===== config.mk =====
export PLATFORM = sky130hd
export DESIGN_NAME = cnn_out_writeback
export DESIGN_NICKNAME = d
export VERILOG_FILES = /design/src/rtl/cnn_out_writeback.sv
export SDC_FILE = /design/constraint.sdc
export NUM_CORES = 1
export LEC_CHECK = 0
export CAP_MARGIN = 20
export CORE_MARGIN = 2
export CORE_UTILIZATION = 39
export CTS_BUF_LIST = sky130_fd_sc_hd__clkbuf_4 sky130_fd_sc_hd__clkbuf_8
export DETAILED_ROUTE_END_ITERATION = 8
export GPL_TIMING_DRIVEN = 1
export SYNTH_ARGS = -nofsm -noshare
export SYNTH_HDL_FRONTEND = slang
export SYNTH_SLANG_ARGS = --single-unit

===== constraint.sdc =====
create_clock -name HCLK -period 6.8 [get_ports HCLK]
set_input_delay 0.68 -clock HCLK [delete_from_list [all_inputs] [get_ports HCLK]]
set_output_delay 0.68 -clock HCLK [all_outputs]
set_load 0.01 [all_outputs]

===== src/rtl/cnn_out_writeback.sv =====
// Writes the accelerator's packed output-pixel stream back to SRAM as a contiguous frame,
// buffering through a small FIFO while the SRAM write port is not granted.
module cnn_out_writeback #(
    parameter int unsigned W_DATA       = 32,
    parameter int unsigned W_WORD       = 14,
    parameter int unsigned W_FRAME_SIZE = 25,
    parameter int unsigned FIFO_DEPTH   = 16
) (
    input  logic                    HCLK,
    input  logic                    HRESET,
    input  logic                    i_start,
    input  logic [W_WORD-1:0]       i_base_addr,
    input  logic [W_FRAME_SIZE-1:0] i_frame_size,
    input  logic [W_DATA-1:0]       i_pixel,
    input  logic                    i_valid,
    input  logic                    i_gnt,
    output logic                    o_sram_en,
    output logic                    o_sram_we,
    output logic [W_WORD-1:0]       o_sram_addr,
    output logic [W_DATA-1:0]       o_sram_wdata,
    output logic                    o_busy,
    output logic                    o_done,
    output logic                    o_overflow
);

    localparam int unsigned W_PTR = $clog2(FIFO_DEPTH) + 1;
    localparam int unsigned W_IDX = W_PTR - 1;

    typedef enum logic [1:0] {
        IDLE  = 2'd0,
        RUN   = 2'd1,
        DRAIN = 2'd2,
        DONE  = 2'd3
    } state_t;

    // Each entry carries its own address so dropped beats leave a hole, not a shift.
    typedef struct packed {
        logic [W_WORD-1:0] addr;
        logic [W_DATA-1:0] data;
    } wb_entry_t;

    state_t                  state_q,    state_d;
    logic [W_WORD-1:0]       base_q,     base_d;
    logic [W_FRAME_SIZE-1:0] size_q,     size_d;
    logic [W_FRAME_SIZE-1:0] acc_q,      acc_d;
    logic [W_PTR-1:0]        wr_ptr_q,   wr_ptr_d;
    logic [W_PTR-1:0]        rd_ptr_q,   rd_ptr_d;
    logic                    overflow_q, overflow_d;
    logic                    busy_q,     busy_d;
    logic                    done_q,     done_d;
    logic                    sram_en_q,  sram_en_d;
    logic [W_WORD-1:0]       sram_addr_q,  sram_addr_d;
    logic [W_DATA-1:0]       sram_wdata_q, sram_wdata_d;

    wb_entry_t fifo_mem_q [FIFO_DEPTH];

    logic      empty_c;
    logic      full_c;
    logic      pop_c;
    logic      beat_c;
    logic      push_c;
    logic      drop_c;
    logic      start_ok_c;
    wb_entry_t head_c;
    wb_entry_t push_entry_c;

    // Next-state, FIFO control and output register inputs
    always_comb begin
        state_d      = state_q;
        base_d       = base_q;
        size_d       = size_q;
        acc_d        = acc_q;
        wr_ptr_d     = wr_ptr_q;
        rd_ptr_d     = rd_ptr_q;
        overflow_d   = overflow_q;
        sram_en_d    = 1'b0;
        sram_addr_d  = sram_addr_q;
        sram_wdata_d = sram_wdata_q;

        empty_c = (wr_ptr_q == rd_ptr_q);
        full_c  = (wr_ptr_q[W_PTR-1] != rd_ptr_q[W_PTR-1]) &&
                  (wr_ptr_q[W_IDX-1:0] == rd_ptr_q[W_IDX-1:0]);
        head_c  = fifo_mem_q[rd_ptr_q[W_IDX-1:0]];
        pop_c   = !empty_c && i_gnt;
        beat_c  = (state_q == RUN) && i_valid && (acc_q < size_q);
        push_c  = beat_c && (!full_c || pop_c);
        drop_c  = beat_c && full_c && !pop_c;
        start_ok_c = i_start && ((state_q == IDLE) || (state_q == DONE));

        push_entry_c.addr = base_q + W_WORD'(acc_q);
        push_entry_c.data = i_pixel;

        if (push_c) begin
            wr_ptr_d = wr_ptr_q + W_PTR'(1);
        end
        if (pop_c) begin
            rd_ptr_d     = rd_ptr_q + W_PTR'(1);
            sram_en_d    = 1'b1;
            sram_addr_d  = head_c.addr;
            sram_wdata_d = head_c.data;
        end
        if (drop_c) begin
            overflow_d = 1'b1;
        end

        case (state_q)
            IDLE, DONE: begin
                if (start_ok_c) begin
                    base_d     = i_base_addr;
                    size_d     = i_frame_size;
                    acc_d      = '0;
                    overflow_d = 1'b0;
                    state_d    = (i_frame_size == '0) ? DONE : RUN;
                end
            end
            RUN: begin
                if (beat_c) begin
                    acc_d = acc_q + W_FRAME_SIZE'(1);
                    if (acc_d == size_q) begin
                        state_d = DRAIN;
                    end
                end
            end
            DRAIN: begin
                if (empty_c) begin
                    state_d = DONE;
                end
            end
            default: state_d = IDLE;
        endcase

        busy_d = (state_d == RUN) || (state_d == DRAIN);
        done_d = (state_d == DONE);
    end

    // State and output registers
    always_ff @(posedge HCLK) begin
        if (HRESET) begin
            state_q      <= IDLE;
            base_q       <= '0;
            size_q       <= '0;
            acc_q        <= '0;
            wr_ptr_q     <= '0;
            rd_ptr_q     <= '0;
            overflow_q   <= 1'b0;
            busy_q       <= 1'b0;
            done_q       <= 1'b0;
            sram_en_q    <= 1'b0;
            sram_addr_q  <= '0;
            sram_wdata_q <= '0;
        end else begin
            state_q      <= state_d;
            base_q       <= base_d;
            size_q       <= size_d;
            acc_q        <= acc_d;
            wr_ptr_q     <= wr_ptr_d;
            rd_ptr_q     <= rd_ptr_d;
            overflow_q   <= overflow_d;
            busy_q       <= busy_d;
            done_q       <= done_d;
            sram_en_q    <= sram_en_d;
            sram_addr_q  <= sram_addr_d;
            sram_wdata_q <= sram_wdata_d;
        end
    end

    // FIFO storage; contents are don't-care while the pointers say empty
    always_ff @(posedge HCLK) begin
        if (push_c) begin
            fifo_mem_q[wr_ptr_q[W_IDX-1:0]] <= push_entry_c;
        end
    end

    assign o_sram_en    = sram_en_q;
    assign o_sram_we    = sram_en_q;
    assign o_sram_addr  = sram_addr_q;
    assign o_sram_wdata = sram_wdata_q;
    assign o_busy       = busy_q;
    assign o_done       = done_q;
    assign o_overflow   = overflow_q;

endmodule

==> impl_results.md <==
- Hold path cells: 2
- Setup TNS Final: 0 ns
- Die Area: 91500 um2
- Required time worst endpoint: 7.24 ns
- Drt wl/cell: 23.2 um
- Critical path fanouts, max: 28
- Cell row count: 109
- Worst r2r src: acc_q[6]$_SDFFE_PP0P_
- CP peak stage delay: 0.70 ns
- Critical path class: reg -> reg
- Chip Height: 303 um
- R2r endpoint: fifo_mem_q[8][20]$_DFFE_PP_
- R2R depth: 10
- Final Max Tran Viols: 0
- Buf+Inv Stages, Crit Path: 2
- Cell Area, Synth: 34800 um2
- Leak: 0.0128 uW
- CP max stage cell: nor2_4
- H-tree levels: 4
- Initial antenna violation count: 1
- Seq/Total Area, Yosys: 0.709
- Vias: 18700
- PwrDens: 329 nW/um2
- Starting density of the core: 0.393
- Synth cell types: 68
- Syn-to-layout area delta: 16.7%
- CTS Root Buffer Type: clkbuf_8
- Max_slew headroom: 0.276
- Peak supply drop: 200 uV
- Setup crit end kind: flip-flop
- Area contributors post-synth: edfxtp_1, mux4_2, dfxtp_1, nand2_1, a21oi_1
- Mean post-synth cell area: 17.6 um2
- Status: complete, no violations
- Worst hold endpoint: acc_q[15]$_SDFFE_PP0P_
- Worst reg2reg setup slack: 2.69 ns
- Clk_lat worst skew: 0.82 ns
- Fin crit period: 4.11 ns
- Syn_nets: 2102
- Layout cells sized above 1: 0.241
- Number of enable flip-flop cells after synthesis: 736
- Worst setup path start: acc_q[6]$_SDFFE_PP0P_
- Vias in the first global route: 19600
- Achievable Freq: 0.243 GHz
- Count of final setup violators: 0
- Total gr overflow: 0
- FILL cells: 7603
- Total Routing Usage GR: 0.179
- Top cells by count, synth: edfxtp_1, mux4_2, nand2_1, a21oi_1, dfxtp_1
- First-pass detailed-route iteration total: 6
- Clock transition at path regs: 0.06 ns
- Largest net degree at the start of global routing: 82
- Post-CTS Resized: 0
- Share of the synthesized area in the top cell type: 0.636
- Final wirelength: 80600 um
- DR DRC count: 0
- Post-route clock period utilization: 0.605
- CTS Buf Count: 143
- Die Width: 303 um
- Via density per instance: 5.39
- Hold Buf Count CTS: 0
- Crit-path leading delay family: compound AO/OA/AOI/OAI gates
- # nets final: 2312
- IO Pins: 127
- RSZ-0062 raised after global routing: false
- Final ANT Viol Nets: 0
- Hold Crit Start: HRESET
- RePlAce Congestion: 0.869
- Clock net sink count: 862
- DRT iter0 DRCs: 1599
- Startpoint types: flip-flop
- Max Cap Viol: 0
- Cell taking the most area after synthesis: edfxtp_1
- Crit-path cells: ha_1 > a211o_1 > a21oi_1 > a21oi_1 > a21o_1 > a211oi_1 > buf_4 > nand2_1 > nor2_4 > buf_4
- Post-synth ARST share: 0
- Top_reg_cell synth: edfxtp_1
- Count leader, synth: edfxtp_1
- Clk_skew: 0.0570 ns
- Yosys warns: 0
- Post-synthesis register bit count: 862
- Post-layout util: 0.459
- Worst-margin pin slew: 1.09 ns
- Crit path DAT: 4.55 ns
- Gate count of the mapped netlist: 1978
- CTS tree: done
- Global-route wire length before repair: 121000 um
- Post-DP HPWL: 47900 um
- Core Box Area: 88400 um2
- Hold Crit Class: in -> reg
- Clock buffer depth: 3
- Final Hold Violating Endpoints: 0
- PortBufs: 126
- Postcts setup bufs: 0
-- stage by stage --
stage / instance area, um2 / setup WS, ns / instances / hold slack, ns / total power, uW
final: 40600 / 2.69 / 3467 / 0.379 / 13400
after global routing: 40600 / 2.45 / 3467 / 0.364 / 14000
after CTS: 40500 / 2.51 / 3459 / 0.307 / 13500
after detailed placement: 37500 / 2.53 / 3201 / 0.447 / 8820
after global placement: 37500 / 2.58 / 3199 / 0.445 / 8800
after floorplan: 34800 / 0.689 / 1978 / 0.441 / 7940
-- where the power goes --
part / switching (uW) / internal, uW / total (uW)
sequential: 177 / 6010 / 6180
combinational: 1340 / 1150 / 2490
clock: 2140 / 2540 / 4690
total: 3660 / 9700 / 13400
-- registers in the layout, indices dropped and copies added, names as in the netlist --
signal / flops
o_done: 1
base_q: 14
acc_q: 25
o_overflow: 1
o_sram_en: 1
o_sram_addr: 14
size_q: 25
fifo_mem_q: 736
o_sram_wdata: 32
o_busy: 1
state_q: 2
rd_ptr_q: 5
wr_ptr_q: 5
-- cells by family after synthesis --
kind of cell,share of synthesized area
AOI/OAI and AO/OA,0.0373
xor gates and xnor gates,0.0146
and+or+nand+nor,0.0541
adders and majority gates,0.0175
buffers and inverters,0.0172
muxes,0.151
DFF,0.709
-- cell usage in the layout, fill, tap and decap left out, types with 5 or more instances in the layout --
cell type / synthesis / layout
nand3_1: 18 / 18
and4_1: 6 / 5
nor2b_1: 6 / 6
dfxtp_1: 126 / 122
clkinv_2: 0 / 12
o21ai_0: 16 / 16
nor2_1: 52 / 41
a21o_1: 5 / 5
xnor2_1: 40 / 39
nand4_1: 16 / 16
a21oi_1: 133 / 133
xor2_1: 16 / 16
clkbuf_8: 0 / 153
ha_1: 47 / 47
or4_1: 6 / 6
nor2_4: 0 / 11
inv_1: 42 / 42
or3_1: 23 / 23
nand2b_1: 9 / 9
mux4_2: 230 / 230
clkdlybuf4s50_1: 0 / 125
nand2_1: 215 / 214
edfxtp_1: 736 / 736
buf_4: 3 / 47
o211ai_1: 21 / 21
nor3_1: 21 / 17
clkinv_1: 0 / 27
nor4_1: 10 / 10
clkbuf_4: 0 / 48
-- area by class of cell --
type / instances / area [um2] / share of cell area
diodes: 1 / 2.50 / 0.0000617
clock buffers: 201 / 2470 / 0.0608
clock inverters: 57 / 498 / 0.0123
inverters: 42 / 158 / 0.00389
multi-input cells: 963 / 9650 / 0.238
flip-flops and latches: 862 / 24600 / 0.607
well taps: 1165 / 1460 / 0.0359
repair buffers: 176 / 1710 / 0.0421
-- how the worst max path moves through the flow --
stage | slack [ns] | endpoint | cells after the start
2_1_floorplan | 0.69 | fifo_mem_q[3][0]$_DFFE_PP_ | 10
3_3_place_gp | 2.58 | fifo_mem_q[12][3]$_DFFE_PP_ | 10
3_5_place_dp | 2.53 | fifo_mem_q[12][0]$_DFFE_PP_ | 10
4_1_cts | 2.51 | fifo_mem_q[12][37]$_DFFE_PP_ | 10
5_1_grt | 2.45 | fifo_mem_q[14][45]$_DFFE_PP_ | 10
6_report | 2.69 | fifo_mem_q[8][20]$_DFFE_PP_ | 10
-- metal layers --
metal / up-vias / wire length (um) / track usage
li1: 8301 / - / -
met1: 9705 / 34900 / 0.243
met2: 561 / 39300 / 0.288
met3: 129 / 4820 / 0.0402
met4: 0 / 1670 / 0.0572
met5: - / 0 / 0
Power figures use the tool's default switching activity.
